## src/rtl/mh_pkg.sv

```systemverilog
// mh_pkg: shared types and helpers for the micro_hash initiator side.
package mh_pkg;
   localparam int BLOCK_BYTES = 16;
   localparam int ENTRY_BYTES = 12;
   localparam int NONCE_BYTES = 4;
   localparam int HASH_BYTES  = 3;

   typedef enum logic [2:0] {IDLE, LOAD, RUN, SETTLE, CHECK, DONE} mh_state_e;

   // Entry bytes 0..11 sit in the low bits; the nonce fills bytes 12..15 little-endian.
   function automatic logic [BLOCK_BYTES*8-1:0] pack_block(
      input logic [ENTRY_BYTES*8-1:0] entry,
      input logic [NONCE_BYTES*8-1:0] nonce
   );
      return {nonce, entry};
   endfunction
endpackage

```

## src/rtl/mh_target_cmp.sv

```systemverilog
// mh_target_cmp: pass when hash bytes 0 and 1 are both strictly below target (unsigned).
// Byte 2 does not take part in the decision.
module mh_target_cmp
   import mh_pkg::*;
(
   input  logic [HASH_BYTES*8-1:0] hash,
   input  logic [7:0]              target,
   output logic                    pass
);
   logic unused_hi;

   assign unused_hi = ^hash[23:16];
   assign pass      = (hash[7:0] < target) && (hash[15:8] < target);
endmodule

```

## src/rtl/nonce_search_ctrl.sv

```systemverilog
// nonce_search_ctrl: sweeps nonces through the micro_hash core until a hash
// meets target, the nonce range is exhausted, or the core stops answering.
module nonce_search_ctrl
   import mh_pkg::*;
#(
   parameter int SETTLE_CYCLES = 2,
   parameter int TIMEOUT       = 127
) (
   input  logic         clk,
   input  logic         reset,
   input  logic         start,
   input  logic         abort,
   input  logic [95:0]  entry_12,
   input  logic [31:0]  nonce_start,
   input  logic [31:0]  nonce_limit,
   input  logic [7:0]   target,
   input  logic         hash_done,
   input  logic [23:0]  hash_in,
   output logic         hash_reset_n,
   output logic [127:0] block,
   output logic         busy,
   output logic         result_valid,
   output logic         found,
   output logic         exhausted,
   output logic         timeout,
   output logic [31:0]  nonce_out,
   output logic [23:0]  hash_out
);
   localparam logic [6:0] TMO_LAST    = 7'(TIMEOUT);
   localparam logic [6:0] SETTLE_LAST = 7'(SETTLE_CYCLES - 1);

   mh_state_e   state, state_nx;
   logic [95:0] entry_q;
   logic [31:0] nonce, limit_q;
   logic [6:0]  cnt;
   logic        pass;
   logic        accept, load_en, cnt_clr, cnt_inc, nonce_inc, chk_en;
   logic        fin_found, fin_exh, fin_tmo;

   mh_target_cmp u_cmp (.hash(hash_in), .target(target), .pass(pass));

   // State register
   always_ff @(posedge clk) begin
      if (reset) state <= IDLE;
      else       state <= state_nx;
   end

   // Next state and per-cycle strobes; abort squashes every strobe and returns to IDLE
   always_comb begin
      state_nx  = state;
      accept    = 1'b0;
      load_en   = 1'b0;
      cnt_clr   = 1'b0;
      cnt_inc   = 1'b0;
      nonce_inc = 1'b0;
      chk_en    = 1'b0;
      fin_found = 1'b0;
      fin_exh   = 1'b0;
      fin_tmo   = 1'b0;
      case (state)
         IDLE, DONE: if (start) begin accept = 1'b1; state_nx = LOAD; end
         LOAD: begin
            load_en  = 1'b1;
            cnt_clr  = 1'b1;
            state_nx = RUN;
         end
         RUN: begin
            if (hash_done) begin
               cnt_clr  = 1'b1;
               state_nx = SETTLE;
            end else if (cnt == TMO_LAST) begin
               fin_tmo  = 1'b1;
               state_nx = DONE;
            end else begin
               cnt_inc = 1'b1;
            end
         end
         SETTLE: begin
            if (cnt == SETTLE_LAST) state_nx = CHECK;
            else                    cnt_inc  = 1'b1;
         end
         CHECK: begin
            chk_en = 1'b1;
            if (pass) begin
               fin_found = 1'b1;
               state_nx  = DONE;
            end else if (nonce == limit_q) begin
               fin_exh  = 1'b1;
               state_nx = DONE;
            end else begin
               nonce_inc = 1'b1;
               state_nx  = LOAD;
            end
         end
         default: state_nx = IDLE;
      endcase
      if (abort) begin
         state_nx  = IDLE;
         accept    = 1'b0;
         load_en   = 1'b0;
         cnt_clr   = 1'b0;
         cnt_inc   = 1'b0;
         nonce_inc = 1'b0;
         chk_en    = 1'b0;
         fin_found = 1'b0;
         fin_exh   = 1'b0;
         fin_tmo   = 1'b0;
      end
   end

   assign busy = (state != IDLE) && (state != DONE);
   // Core is released only while an attempt is in flight, so its result stays valid through CHECK
   assign hash_reset_n = (state == RUN) || (state == SETTLE) || (state == CHECK);

   // Datapath: latched search params, cycle counter, block and result registers
   always_ff @(posedge clk) begin
      if (reset) begin
         entry_q      <= '0;
         nonce        <= '0;
         limit_q      <= '0;
         cnt          <= '0;
         block        <= '0;
         result_valid <= 1'b0;
         found        <= 1'b0;
         exhausted    <= 1'b0;
         timeout      <= 1'b0;
         nonce_out    <= '0;
         hash_out     <= '0;
      end else begin
         result_valid <= fin_found | fin_exh | fin_tmo;
         if (abort) begin
            found     <= 1'b0;
            exhausted <= 1'b0;
            timeout   <= 1'b0;
         end else begin
            if (accept) begin
               entry_q   <= entry_12;
               nonce     <= nonce_start;
               limit_q   <= nonce_limit;
               found     <= 1'b0;
               exhausted <= 1'b0;
               timeout   <= 1'b0;
            end
            if (load_en)        block <= pack_block(entry_q, nonce);
            if (cnt_clr)        cnt   <= '0;
            else if (cnt_inc)   cnt   <= cnt + 7'd1;
            if (nonce_inc)      nonce <= nonce + 32'd1;
            if (chk_en) begin
               hash_out  <= hash_in;
               nonce_out <= nonce;
            end
            if (fin_found) found     <= 1'b1;
            if (fin_exh)   exhausted <= 1'b1;
            if (fin_tmo)   timeout   <= 1'b1;
         end
      end
   end
endmodule

```

## config.mk

```make
export PLATFORM = sky130hd
export DESIGN_NAME = nonce_search_ctrl
export DESIGN_NICKNAME = d
export VERILOG_FILES = /design/src/rtl/mh_pkg.sv /design/src/rtl/mh_target_cmp.sv /design/src/rtl/nonce_search_ctrl.sv
export SDC_FILE = /design/constraint.sdc
export NUM_CORES = 1
export LEC_CHECK = 0
export CORE_MARGIN = 2
export CORE_UTILIZATION = 45
export DETAILED_ROUTE_END_ITERATION = 8
export GPL_ROUTABILITY_DRIVEN = 0
export PLACE_DENSITY = 0.74
export SKIP_CTS_REPAIR_TIMING = 1
export SYNTH_ARGS = -nofsm -noshare
export SYNTH_HDL_FRONTEND = slang
export SYNTH_SLANG_ARGS = --single-unit
```

## constraint.sdc

```tcl
create_clock -name clk -period 7.2 [get_ports clk]
set_input_delay 1.44 -clock clk [delete_from_list [all_inputs] [get_ports clk]]
set_output_delay 1.44 -clock clk [all_outputs]
set_load 0.02 [all_outputs]
```

==> flow_summary.ini <==
[grt]
grt_overflow_total = 0
grt_pass1_wl_um = 66900
grt_max_degree = 230
antenna_found_initial = 4
grt_usage_pct = 24.67
grt_pass1_vias = 12890

[yosys]
synth_nets = 2011
avgSynthCellArea_um2 = 7.917
yosys_most_used_dff = dfxtp_1
yosys.area_share.simple_pct = 23.27
ys_types = 70
synth_top_family_by_area = simple AND/OR/NAND/NOR gates
syn_area_um2 = 14230
synth_top_area_share_pct = 50.38
synth_warnings = 0
synth_cells = 1797
ys_seq_area_share_pct = 50.38
synthArstFlopShare_pct = 0
yosysTopAreaCell = dfxtp_1
synth_seq_cells = 358
synth_edf_count = 0
synth_fa_ha_area_share_pct = 1.495
synth-xor-area-share_pct = 2.401
synthTopCellsByArea = dfxtp_1 50%, nand2_1 17%, a21oi_1 11%
muxShareOfSynthArea_pct = 0.6420
synth_compound_area_share_pct = 16.79

[clock_network]
cts.sinks = 358
clk_path_buf_depth = 3
cts_root_buf = clkbuf_16
clk_latency_ns = 0.52
cts-buffers-inserted = 40
cts_tree = built
cts_htree_levels = 2
clk_pin_slew_ns = 0.06

[setup_path]
worstSetupEndpointType = flop
cp_slowest_cell = nor2_4
critical_path_required_ns = 7.63
cp_cell_sequence = clkdlybuf4s50_1 -> nor3_4 -> buf_4 -> o21ai_4 -> nor2_4 -> mux2i_1 -> a211oi_2
worstPathArrival_ns = 4.33
crit_path_max_incr_delay_ns = 0.73
critical_path.top_delay_family = buffers and inverters
cp_num_buf_inv = 2
crit_type = in2reg
crit_fanout = 66
start_kind = primary input

[final_layout]
seqCellArea_um2 = 7167
area_growth_syn_to_layout_pct = 36.42
nFillCells = 2782
fin_util_pct = 61.98
drive_gt1_share_pct = 5.228
multi_input_area_um2 = 6365
stdcell_count = 2528
nets = 2309

[sta]
slew_headroom_pct = 19.25
fin_ws_ns = 3.308
hold_viol = 0
finalCritPeriodShare_pct = 54.05
final.min_clock_period_ns = 3.892
tightest_slew_ns = 1.211
skew_ns = 0.01446
setup_viol = 0
tns_ns = 0
drv_slew = 0
rsz0062_at_grt = no
whs_ns = 0.4459
clock.fmax_mhz = 257.0

[detailed_routing]
antenna_left = 0
routed_wl_um = 41870
post_drt_wl_per_cell_um = 16.56
drt_iter0_drc = 874
drc = 0
via_count = 13290
avgViaCountPerCell = 5.257
dr.pass1.iters = 5

[placed_design]
dp.cells = 2455
io_buffers = 386
post-place-ws_ns = 2.835
dp_hpwl_um = 27440

[floorplan]
coreArea_um2 = 31310
die_height_um = 181.8
num_io_pins = 387
initial_utilization_pct = 45.43
row_count = 65
dieArea_um2 = 33050
chipWidth_um = 181.8

[run_status]
status = complete, no violations

[power_and_ir_drop]
peakVddDrop_mv = 0.1855
p_leak_uw = 0.006769
powerDensity_nw_per_um2 = 231.7

[min_path]
hold_class = reg2reg

[job]
max-cap-violations = 0
[placed cells by master, fill, tap and decap left out, drive strengths merged, types with 17 or more instances in the layout]
| cell type | n |
|---|---|
| nand2 | 655 |
| clkdlybuf4s50 | 385 |
| dfxtp | 358 |
| a21oi | 325 |
| clkbuf | 55 |
| xor2 | 38 |
| nor2 | 35 |
| o21ai | 21 |
| nand3 | 18 |
| ha | 17 |
[tightest hold or removal path: stages (launching register included)]
cell	delay, ns
dfxtp_1	0.31
nand2_1	0.05
a21oi_1	0.05
[sequential cells by signal, indices dropped and copies added, names as in the netlist, 3 cells and up]
name,count
hash_out,24
entry_q,96
nonce,32
nonce_out,32
limit_q,32
state,3
cnt,7
block,128
[cell families (layout without fill, tap and decap cells)]
| family | Yosys count | count (layout) |
|---|---|---|
| flip-flops | 358 | 358 |
| AND/OR/NAND/NOR | 793 | 793 |
| AO/OA/AOI/OAI | 425 | 425 |
| adder cells (fa/ha/maj) | 17 | 17 |
| other | 0 | 3 |
| multiplexers | 9 | 9 |
| XOR/XNOR | 39 | 39 |
| buffers and inverters | 156 | 482 |
[final timing paths]
path               endpoint  slack (ns)   startpoint  cells past startpoint
setup / recovery  nonce[10]        3.31        abort                      7
setup reg to reg  nonce[10]        4.26     state[1]                      7
hold reg to reg   block[57]        0.45  entry_q[57]                      2
hold / removal    block[57]        0.45  entry_q[57]                      2
[synthesized netlist by cell type, types with 3 or more instances]
master / instances
o21ai_0: 18
nor4_1: 9
nand4_2: 3
a31oi_1: 13
clkbuf_1: 100
a22oi_1: 4
o31a_1: 3
a211oi_2: 3
xor2_1: 38
and2_1: 5
o31ai_1: 4
buf_6: 11
nand2_1: 653
a21o_1: 4
or2_2: 4
nand2b_1: 4
buf_2: 19
and3_1: 10
o21a_1: 10
nand3_1: 18
mux2i_1: 8
buf_4: 6
nor3_2: 3
nand4_1: 12
and3_2: 3
dfxtp_1: 358
or3_1: 4
nor2_1: 32
inv_1: 14
a21oi_1: 325
a211oi_1: 12
nor3_1: 10
a311oi_1: 8
ha_1: 17
nand3b_1: 3
buf_1: 6
[report_power, final]
part           switching [uW]  leakage (uW)  total (uW)  internal (uW)
logic                     188       0.00320         367            179
clock network             797      0.000662        2040           1240
registers                58.3       0.00290        2090           2030
total                    1040       0.00677        4500           3450
[metal layers]
layer / track usage, % / part of all wire [%] / up-vias
met2: 41.26 / 47 / 493
met5: 0 / 0.033 / -
met1: 30.49 / 41 / 6149
met4: 8.130 / 2.8 / 2
li1: - / - / 6558
met3: 7.300 / 9.2 / 87
[metrics by stage]
stage | area [um^2] | total power, uW
6_report | 19410 | 4497
3_5_place_dp | 18070 | 2501
5_1_grt | 19400 | 4658
2_1_floorplan | 14230 | 2322
3_3_place_gp | 18070 | 2496
4_1_cts | 19400 | 4536
[area by class of cell]
cell class,instances,share of cell area [%]
clock buffer,55,6.022
sequential,358,36.93
tap,402,2.592
multi-input combinational,1283,32.80
timing repair buffer,398,20.53
inverter,14,0.2708
clock inverter,15,0.8252
antenna,3,0.03868
Power figures use the tool's default switching activity.
